===== src/rtl/sound_pkg.sv =====
// Shared definitions for the sound mixer: channel map, default gains,
// sequencer state encoding and the beep level helper.
package sound_pkg;

    localparam int NUM_CH   = 8;
    localparam int CH_BEEP  = 0;
    localparam int CH_AY_A  = 1;
    localparam int CH_AY_B  = 2;
    localparam int CH_AY_C  = 3;
    localparam int CH_RS_A  = 4;
    localparam int CH_RS_B  = 5;
    localparam int CH_RS_C  = 6;
    localparam int CH_COVOX = 7;

    typedef enum logic [1:0] {
        IDLE,
        ACC,
        DONE
    } state_t;

    function automatic int default_gain(input int idx);
        if (idx == CH_BEEP)
            return 16;
        else if (idx == CH_COVOX)
            return 4;
        else
            return 8;
    endfunction

    // Tape out (bit 3) counts twice; the 0..5 count is scaled by 32.
    function automatic logic [7:0] beep_level(input logic [3:0] p);
        logic [2:0] n;
        n = {2'd0, p[0]} + {2'd0, p[1]} + {2'd0, p[2]} + {1'b0, p[3], 1'b0};
        return {n, 5'd0};
    endfunction

endpackage


===== src/rtl/sound_mix_mac.sv =====
// Registered multiply-accumulate used once per channel by the mixer.
// Ports: clk, rst_n (sync), clr, en, sample[8], gain[GAIN_W] -> acc[16].
module sound_mix_mac #(
    parameter int GAIN_W = 5,
    parameter bit SAT    = (GAIN_W > 5)
) (
    input  logic              clk,
    input  logic              rst_n,
    input  logic              clr,
    input  logic              en,
    input  logic [7:0]        sample,
    input  logic [GAIN_W-1:0] gain,
    output logic [15:0]       acc
);

    localparam int PW = 8 + GAIN_W;
    localparam int SW = ((PW > 16) ? PW : 16) + 1;

    logic [PW-1:0] prod;
    logic [SW-1:0] sum;

    assign prod = PW'(sample) * PW'(gain);
    assign sum  = SW'(acc) + SW'(prod);

    // Clamping only matters when wide gains can exceed 16 bits.
    always_ff @(posedge clk) begin
        if (!rst_n) begin
            acc <= '0;
        end else if (clr) begin
            acc <= '0;
        end else if (en) begin
            if (SAT && (sum[SW-1:16] != '0))
                acc <= 16'hFFFF;
            else
                acc <= sum[15:0];
        end
    end

endmodule


===== src/rtl/sound_mix_sequencer.sv =====
// Mixer controller: once per sample period snapshots all sources and gains,
// sequences 8 channels through one MAC, and registers a 16-bit mix.
// Ports: clk24, reset_n (sync, active low), pulses, ay_sound*, rs_sound*,
// covox, cfg_we/cfg_addr/cfg_data (gain writes) -> mixed, mixed_valid, busy.
module sound_mix_sequencer
    import sound_pkg::*;
#(
    parameter int SAMPLE_DIV = 512,
    parameter int GAIN_W     = 5
) (
    input  logic              clk24,
    input  logic              reset_n,
    input  logic [3:0]        pulses,
    input  logic [7:0]        ay_soundA,
    input  logic [7:0]        ay_soundB,
    input  logic [7:0]        ay_soundC,
    input  logic [7:0]        rs_soundA,
    input  logic [7:0]        rs_soundB,
    input  logic [7:0]        rs_soundC,
    input  logic [7:0]        covox,
    input  logic              cfg_we,
    input  logic [2:0]        cfg_addr,
    input  logic [GAIN_W-1:0] cfg_data,
    output logic [15:0]       mixed,
    output logic              mixed_valid,
    output logic              busy
);

    if (SAMPLE_DIV < 10 || SAMPLE_DIV > 65535) begin : g_bad_div
        $error("sound_mix_sequencer: SAMPLE_DIV must be 10..65535");
    end

    localparam logic [15:0] DIV_LAST = 16'(SAMPLE_DIV - 1);

    logic [15:0]       div;
    logic              strobe;
    state_t            state;
    state_t            state_nx;
    logic [2:0]        ch;
    logic [2:0]        ch_nx;
    logic              mac_clr;
    logic              mac_en;
    logic [15:0]       acc;
    logic [7:0]        src   [NUM_CH];
    logic [7:0]        snap  [NUM_CH];
    logic [GAIN_W-1:0] gain  [NUM_CH];
    logic [GAIN_W-1:0] gsnap [NUM_CH];

    assign strobe = reset_n && (div == '0);
    assign busy   = (state != IDLE);

    assign src[CH_BEEP]  = beep_level(pulses);
    assign src[CH_AY_A]  = ay_soundA;
    assign src[CH_AY_B]  = ay_soundB;
    assign src[CH_AY_C]  = ay_soundC;
    assign src[CH_RS_A]  = rs_soundA;
    assign src[CH_RS_B]  = rs_soundB;
    assign src[CH_RS_C]  = rs_soundC;
    assign src[CH_COVOX] = covox;

    // Divider, gain file, snapshots and output register.
    // The snapshot reads the gain file before any same-edge write lands.
    always_ff @(posedge clk24) begin
        if (!reset_n) begin
            div         <= '0;
            mixed       <= '0;
            mixed_valid <= 1'b0;
            for (int i = 0; i < NUM_CH; i++) begin
                gain[i]  <= GAIN_W'(default_gain(i));
                gsnap[i] <= '0;
                snap[i]  <= '0;
            end
        end else begin
            div         <= (div == DIV_LAST) ? '0 : div + 16'd1;
            mixed_valid <= 1'b0;
            if (cfg_we)
                gain[cfg_addr] <= cfg_data;
            if (strobe && state == IDLE) begin
                for (int i = 0; i < NUM_CH; i++) begin
                    snap[i]  <= src[i];
                    gsnap[i] <= gain[i];
                end
            end
            if (state == DONE) begin
                mixed       <= acc;
                mixed_valid <= 1'b1;
            end
        end
    end

    always_ff @(posedge clk24) begin
        if (!reset_n) begin
            state <= IDLE;
            ch    <= '0;
        end else begin
            state <= state_nx;
            ch    <= ch_nx;
        end
    end

    always_comb begin
        state_nx = state;
        ch_nx    = ch;
        mac_clr  = 1'b0;
        mac_en   = 1'b0;
        unique case (state)
            IDLE: begin
                if (strobe) begin
                    state_nx = ACC;
                    ch_nx    = '0;
                    mac_clr  = 1'b1;
                end
            end
            ACC: begin
                mac_en = 1'b1;
                ch_nx  = ch + 3'd1;
                if (ch == 3'(NUM_CH - 1))
                    state_nx = DONE;
            end
            DONE: begin
                state_nx = IDLE;
            end
            default: begin
                state_nx = IDLE;
            end
        endcase
    end

    sound_mix_mac #(
        .GAIN_W (GAIN_W)
    ) u_mac (
        .clk    (clk24),
        .rst_n  (reset_n),
        .clr    (mac_clr),
        .en     (mac_en),
        .sample (snap[ch]),
        .gain   (gsnap[ch]),
        .acc    (acc)
    );

    // A new sample period must never start while one is in flight.
    assert property (@(posedge clk24) strobe |-> state == IDLE)
        else $error("sound_mix_sequencer: strobe while busy");

endmodule


===== config.mk =====
export PLATFORM = sky130hd
export DESIGN_NAME = sound_mix_sequencer
export DESIGN_NICKNAME = d
export VERILOG_FILES = /design/src/rtl/sound_pkg.sv /design/src/rtl/sound_mix_mac.sv /design/src/rtl/sound_mix_sequencer.sv
export SDC_FILE = /design/constraint.sdc
export NUM_CORES = 1
export LEC_CHECK = 0
export CELL_PAD_IN_SITES_DETAIL_PLACEMENT = 1
export CELL_PAD_IN_SITES_GLOBAL_PLACEMENT = 1
export CORE_MARGIN = 1.5
export CORE_UTILIZATION = 47
export CTS_CLUSTER_SIZE = 16
export DETAILED_ROUTE_END_ITERATION = 6
export DONT_BUFFER_PORTS = 1
export PLACE_DENSITY_LB_ADDON = 0.12
export SETUP_SLACK_MARGIN = 0.5
export SLEW_MARGIN = 20
export SYNTH_ARGS = -nofsm -noshare
export SYNTH_HDL_FRONTEND = slang
export SYNTH_HIERARCHICAL = 1
export SYNTH_SLANG_ARGS = --single-unit
export TNS_END_PERCENT = 30

===== constraint.sdc =====
create_clock -name clk24 -period 5.3 [get_ports clk24]
set_input_delay 0.265 -clock clk24 [delete_from_list [all_inputs] [get_ports clk24]]
set_output_delay 0.265 -clock clk24 [all_outputs]
set_load 0.02 [all_outputs]

==> key figures, run 1 <==
Logic synthesis
  • Share of flip-flops with an asynchronous set or reset: 0%
  • Synth Net Count: 965
  • Mapped Cells: 836
  • Synth top area share: 41.8%
  • Seq/Total Area, Yosys: 53.3%
  • Synth area leaders: edfxtp_1 42%, dfxtp_1 11%, and2_1 10%
  • Area leader, netlist: edfxtp_1
  • Yosys reg bits: 196
  • Most used DFF post-synth: edfxtp_1
  • Avg Inst Size Synth: 11.9 sq um
  • Mapped Area: 9980 sq um
  • Synth warn: 6
  • Synth cell types: 57
  • EDFF count, synth: 139

Pwr
  • Combinational Power Share: 14.0%
  • Maximum vdd drop: 0.194 mV
  • Seq pwr share: 49.3%
  • Net Sw Power: 961 uW
  • Clk pwr share: 36.7%
  • Sw Share: 26.2%
  • Pwr dens: 326 nW/um^2
  • P_int: 2710 uW
  • Leakage power: 0.00422 uW

Setup path
  • Type of origin of the critical path: flip-flop
  • Slowest-stage cell, CP: fa_1
  • Required time worst endpoint: 5.63 ns
  • Critical path cell sequence: buf_6 > mux4_2 > mux2_4 > and2_4 > fa_1 > fa_1 > inv_2 > fa_1 > inv_2 > ha_4 > buf_6 > buf_4 > a31oi_4 > a211oi_4 > or4_1 > o311ai_1
  • Crit-path most repeated cell: fa_1
  • CP peak stage delay: 0.54 ns
  • Worst setup EP type: flip-flop
  • Worst path bufs/invs: 5
  • Worst-path maximum fanout: 8
  • Arr. time, crit path: 5.05 ns
  • Kind of cell adding the most delay to the critical path: adder cells
  • Worst Setup Path Type: reg -> reg

Routing
  • DRT Wirelength: 22,500 microns
  • Drt initial violations: 301
  • Routed wire length per instance: 19.7 microns
  • # DRC: 0
  • Via density per instance: 5.41
  • Via count: 6,186
  • ANT nets after route: 0
  • Drt first pass iters: 4

STA
  • Hold_ws: 0.0169 ns
  • Fin Clk Skew: 0.0137 ns
  • Max-slew violations: 0
  • Maximum clock rate: 212 MHz
  • Number of setup violations in the final report: 0
  • Slew margin rel.: 30.8%
  • Fin crit period: 4.72 ns
  • Final Cycle Share: 89.1%
  • Final setup TNS: 0 ns
  • Endpoints failing hold: 0
  • RSZ-0062 raised after global routing: true
  • Slew @ Worst Pin: 1.04 ns

Placement
  • Placed wire-length estimate: 15,700 microns
  • Port Buffers: 0
  • RePlAce Congestion: 0.801

Floorplan
  • Starting Density: 47.6%
  • Core Rows: 53
  • Core Area: 21,000 sq um
  • IO Pins: 89
  • Die width: 149 microns
  • DIE AREA: 22,100 sq um
  • Die height: 149 microns

Clock tree
  • Register clock-pin slew on the reported worst setup and hold paths: 0.08 ns
  • CTS H-Tree Depth: 4
  • Clock latency on the worst-skew pair: 0.44 ns
  • Cts bufs inserted: 17
  • Root Driver: clkbuf_16
  • Clock sink count: 196
  • CTS tree: done
  • Clock Path Buffers: 2

Run
  • MaxCap Viol Count: 0

GRT
  • Vias in the first global route: 6,723
  • Antenna violations before repair: 1
  • Pin count of the biggest net entering global routing: 74
  • Grt total ovfl: 0
  • Total GRT Usage: 21.0%
  • First-pass GRT wire length: 35,700 microns

Worst hold path
  • Class of the worst hold path: in -> reg

Layout
  • Nets: 981
  • Layout cells sized above 1: 15.0%
  • Synth-to-Final Area Change: 12.8%

Status
  • Status: finished, final reports clean
==> worst paths after layout <==
kind / cells after the start / slack [ns] / end / startpoint
worst max-delay path: 16 / 0.58 / u_mac/acc[11]$_SDFFE_PP0P_ / flip-flop
worst min register to register: 1 / 0.48 / div[0]$_SDFF_PP0_ / div[0]$_SDFF_PP0_
worst min-delay path: 1 / 0.02 / gain[2][2]$_SDFFCE_PN0P_ / cfg_data[2]
worst max register to register: 16 / 0.58 / u_mac/acc[11]$_SDFFE_PP0P_ / flip-flop
==> per-layer routing <==
| metal | vias to the layer above | wire length [microns] | global-route usage [%] |
|---|---|---|---|
| met5 | - | 0 | 0 |
| met4 | 0 | 376 | 6.98 |
| met2 | 104 | 11900 | 37.8 |
| met3 | 27 | 752 | 3.59 |
| met1 | 3122 | 9460 | 25.6 |
| li1 | 2933 | - | - |
==> layout make-up <==
class                   instances  area, sq um
clock inverters                15          189
repair buffers                 32          302
inverters                      60          225
well taps                     275          344
flip-flops and latches        196         5320
clock buffers                  17          425
multi-input cells             545         4440
fillers                      2198         9700
diodes                          3         7.51
==> power groups by stage <==
stage / clock network, uW / registers (uW) / logic, uW
after floorplan: 0 / 1830 / 342
after detailed placement: 0 / 1850 / 431
after global routing: 1430 / 1820 / 571
after global placement: 0 / 1840 / 416
after CTS: 1370 / 1810 / 473
final: 1350 / 1810 / 514
==> logic make-up (layout without fill, tap and decap cells) <==
kind of cell | count (synthesis) | count (layout) | share of synthesized area [%]
AO/OA/AOI/OAI | 93 | 93 | 6.56
AND/OR/NAND/NOR | 338 | 338 | 18.6
adder cells (fa/ha/maj) | 58 | 58 | 9.53
multiplexers | 41 | 41 | 6.91
flip-flops | 196 | 196 | 53.3
buffers and inverters | 95 | 124 | 3.84
XOR/XNOR | 15 | 15 | 1.32
other | 0 | 3 | 0
==> metrics by stage <==
step | instance area, sq um | utilization [%] | power (uW) | setup slack (ns) | std cells
after floorplan | 10000 | - | 2170 | 0.502 | 836
after global placement | 10300 | 49.0 | 2260 | 0.220 | 1086
after detailed placement | 10300 | 49.0 | 2280 | 0.0851 | 1086
after CTS | 11100 | 52.8 | 3660 | 0.486 | 1131
after global routing | 11300 | 53.7 | 3820 | 0.421 | 1141
final | 11300 | 53.7 | 3670 | 0.576 | 1143
==> cell usage in the layout (no fill, tap or decap), types with 8 or more instances in the layout <==
master,instances
o21ai_0,17
dfxtp_1,55
nand2b_1,14
buf_4,22
and2_1,158
nand2_1,67
nor3_1,11
nand4_1,8
a21boi_0,17
edfxtp_1,139
fa_1,30
ha_1,21
nor2_1,30
clkbuf_16,17
inv_1,56
xnor2_1,13
a21oi_1,10
nand3_1,18
mux4_2,21
==> Yosys cell counts (all sizes together) (2+ instances only) <==
cell type and instances:
or4 2, nand4 8, mux2 13, buf 13
o22ai 3, fa 30, edfxtp 139, inv 60
a31oi 2, a21oi 13, nand3 18, a31o 2
nor4 6, a22oi 5, nor2 30, o21ai 23
nand2 68, mux4 21, clkbuf 22, nor3 11
a21o 6, a211oi 7, nor2b 7, mux2i 7
or3 6, xnor2 13, o21a 3, xor2 2
nand2b 15, a21boi 17, dfxtp 57, and3 5
and2 160, ha 28
==> timing repair <==
item | 4_1_cts | 5_1_grt
buffers inserted | 11 | 9
pin swaps | 9 | 16
hold buffers | 2 | 0
gates resized for setup | 22 | 27
hold endpoints to repair | 24 | 0
endpoints found under the setup margin | 9 | 9
gates cloned | 0 | 0
==> state kept, by name (all words and copies together), names as in the netlist, named ones only <==
register,count
mixed_valid,1
gsnap,40
state,2
mixed,16
gain,40
div,16
ch,3
u_mac/acc,16
snap,59
No activity file was read; power rests on OpenSTA's default activity.
==> run 2, diff against run 1 <==
--- a/config.mk
+++ b/config.mk
@@ -12,6 +12,7 @@
 export CTS_CLUSTER_SIZE = 16
 export DETAILED_ROUTE_END_ITERATION = 6
 export DONT_BUFFER_PORTS = 1
+export GPL_TIMING_DRIVEN = 0
 export PLACE_DENSITY_LB_ADDON = 0.12
 export SETUP_SLACK_MARGIN = 0.5
 export SLEW_MARGIN = 20
==> run 2 against run 1 <==
- clock-buffer cell count rose by 1
- setup slack got worse by 0.071 ns
- hold slack improved by 0.0044 ns
- sequential share of layout area fell by 0.80 points
- critical path type unchanged
- clock skew fell by 0.00085 ns
- largest power group unchanged
==> key figures, run 2 (synthesized netlist as in run 1, its figures left out) <==
Clock tree
  • Cts bufs inserted: 17
  • Clock sink count: 196
  • Clock latency on the worst-skew pair: 0.44 ns
  • Root Driver: clkbuf_16
  • Register clock-pin slew on the reported worst setup and hold paths: 0.08 ns
  • CTS H-Tree Depth: 4
  • CTS tree: done
  • Clock Path Buffers: 2

Setup path
  • Worst Setup Path Type: reg -> reg
  • Worst-path maximum fanout: 7
  • Required time worst endpoint: 5.65 ns
  • Worst setup EP type: flip-flop
  • Arr. time, crit path: 5.15 ns
  • Type of origin of the critical path: flip-flop

Floorplan
  • Core Area: 21,000 sq um
  • IO Pins: 89
  • DIE AREA: 22,100 sq um
  • Core Rows: 53
  • Die width: 149 microns
  • Die height: 149 microns
  • Starting Density: 47.6%

STA
  • Maximum clock rate: 209 MHz
  • Final Cycle Share: 90.5%
  • Slew @ Worst Pin: 0.806 ns
  • Setup ws final: 0.505 ns
  • Endpoints failing hold: 0
  • Number of setup violations in the final report: 0
  • Fin crit period: 4.79 ns
  • RSZ-0062 raised after global routing: true
  • Slew margin rel.: 45.7%
  • Max-slew violations: 0
  • Hold_ws: 0.0213 ns
  • Fin Clk Skew: 0.0128 ns

Layout
  • Nets: 1,007
  • Max reg flops: 59
  • Final instance area: 11,400 sq um
  • Most flops, register: snap
  • Layout cells sized above 1: 16.3%
  • Most frequent cells in the layout: 156 x and2_1, 139 x edfxtp_1, 67 x nand2_1
  • Largest regs: snap: 59 flops, gain: 40 flops, gsnap: 40 flops
  • Synth-to-Final Area Change: 14.7%
  • Commonest non-fill, non-tap cell in the layout: and2_1
  • Layout Utilization: 54.6%

GRT
  • First-pass GRT wire length: 39,000 microns
  • Vias in the first global route: 7,071
  • Pin count of the biggest net entering global routing: 55
  • Total GRT Usage: 23.5%
  • Grt total ovfl: 0
  • Antenna violations before repair: 1

Routing
  • Drt first pass iters: 4
  • Metal-1 WL: 10,200 microns
  • # DRC: 0
  • DRT Wirelength: 24,800 microns
  • Routed wire length per instance: 21.2 microns
  • Via count: 6,366
  • Uppermost layer routed: met4
  • ANT nets after route: 0
  • Drt initial violations: 247
  • Met2 routed WL: 13,400 microns
  • Via density per instance: 5.45
  • Met3 wire len: 849 microns

Placement
  • Port Buffers: 0
  • Placed wire-length estimate: 17,600 microns
  • Placement Setup Slack: -0.362 ns
  • RePlAce Congestion: 0.882
  • Post-placement cell area: 10,400 sq um

Pwr
  • Leakage power: 0.00429 uW
  • P_int: 2650 uW
  • Combinational Power Share: 15.7%
  • Seq pwr share: 49.5%
  • Pwr dens: 319 nW/um^2
  • Total Power: 3650 uW
  • Net Sw Power: 1010 uW
  • Clk pwr share: 34.8%
  • Sw Share: 27.6%
  • Maximum vdd drop: 0.181 mV

Worst hold path
  • Class of the worst hold path: in -> reg

Status
  • Status: finished, final reports clean

Run
  • MaxCap Viol Count: 0
==> run 2: changes by cell type in the layout (fill, tap and decap cells not counted), moves of 3 or more <==
| cell | change |
|---|---|
| clkbuf_2 | +6 |
| buf_4 | -7 |
| buf_2 | +5 |
| o21ai_1 | -3 |
| clkbuf_1 | +15 |
| o21ai_2 | +4 |
| dlygate4sd3_1 | +5 |
| buf_6 | -4 |
==> run 2: per-stage QoR <==
stage | instances | TNS (ns)
floorplan | 836 | 0
global placement | 1111 | -1.11
detailed placement | 1112 | -1.75
CTS | 1163 | 0
global route | 1167 | 0
finish | 1169 | 0
==> run 2: path summary, 6_finish.rpt <==
check | from | endpoint | slack (ns) | cells after the start
setup / recovery | flip-flop | u_mac/acc[12]$_SDFFE_PP0P_ | 0.51 | 16
hold / removal | cfg_data[3] | gain[0][3]$_SDFFCE_PN0P_ | 0.02 | 1
hold reg to reg | div[0]$_SDFF_PP0_ | div[0]$_SDFF_PP0_ | 0.48 | 1
setup reg to reg | flip-flop | u_mac/acc[12]$_SDFFE_PP0P_ | 0.51 | 16
==> run 2: critical path, cell delays in order, from the launching register on <==
cell and delay (ns):
dfxtp_2 0.34, buf_8 0.14, buf_12 0.14, mux4_2 0.53, mux2_4 0.32, buf_4 0.15
nand2_1 0.09, fa_1 0.45, fa_1 0.48, fa_1 0.57, inv_1 0.08, ha_4 0.29
a21o_1 0.15, nand4_1 0.17, and3_1 0.24, or3_4 0.38, a31oi_4 0.19
==> run 2: layout make-up <==
type | count | area, sq um
clock buffers | 18 | 429
multi-input cells | 545 | 4520
flip-flops and latches | 196 | 5320
well taps | 275 | 344
clock inverters | 14 | 149
inverters | 60 | 225
fillers | 2190 | 9510
plain buffers | 35 | 219
diodes | 3 | 7.51
repair buffers | 23 | 230
==> run 2: layer usage <==
| metal | vias up | global-route usage [%] |
|---|---|---|
| met1 | 3242 | 28.4 |
| met4 | 0 | 6.34 |
| met3 | 26 | 3.99 |
| met5 | - | 0 |
| li1 | 2989 | - |
| met2 | 109 | 43.2 |
==> run 2: timing repair <==
| action | in CTS | in global routing |
|---|---|---|
| hold endpoints to repair | 10 | 0 |
| pin swaps | 9 | 12 |
| gates resized for setup | 44 | 27 |
| hold buffers | 7 | 0 |
| buffers inserted | 11 | 3 |
| gates cloned | 1 | 0 |
| setup endpoints to repair | 11 | 9 |
==> run 2: power by group through the flow <==
| stage | clock network (uW) | registers [uW] | logic [uW] |
|---|---|---|---|
| floorplan | 0 | 1830 | 342 |
| global route | 1350 | 1820 | 631 |
| global placement | 0 | 1840 | 442 |
| finish | 1270 | 1810 | 572 |
| detailed placement | 0 | 1840 | 468 |
| CTS | 1310 | 1810 | 533 |
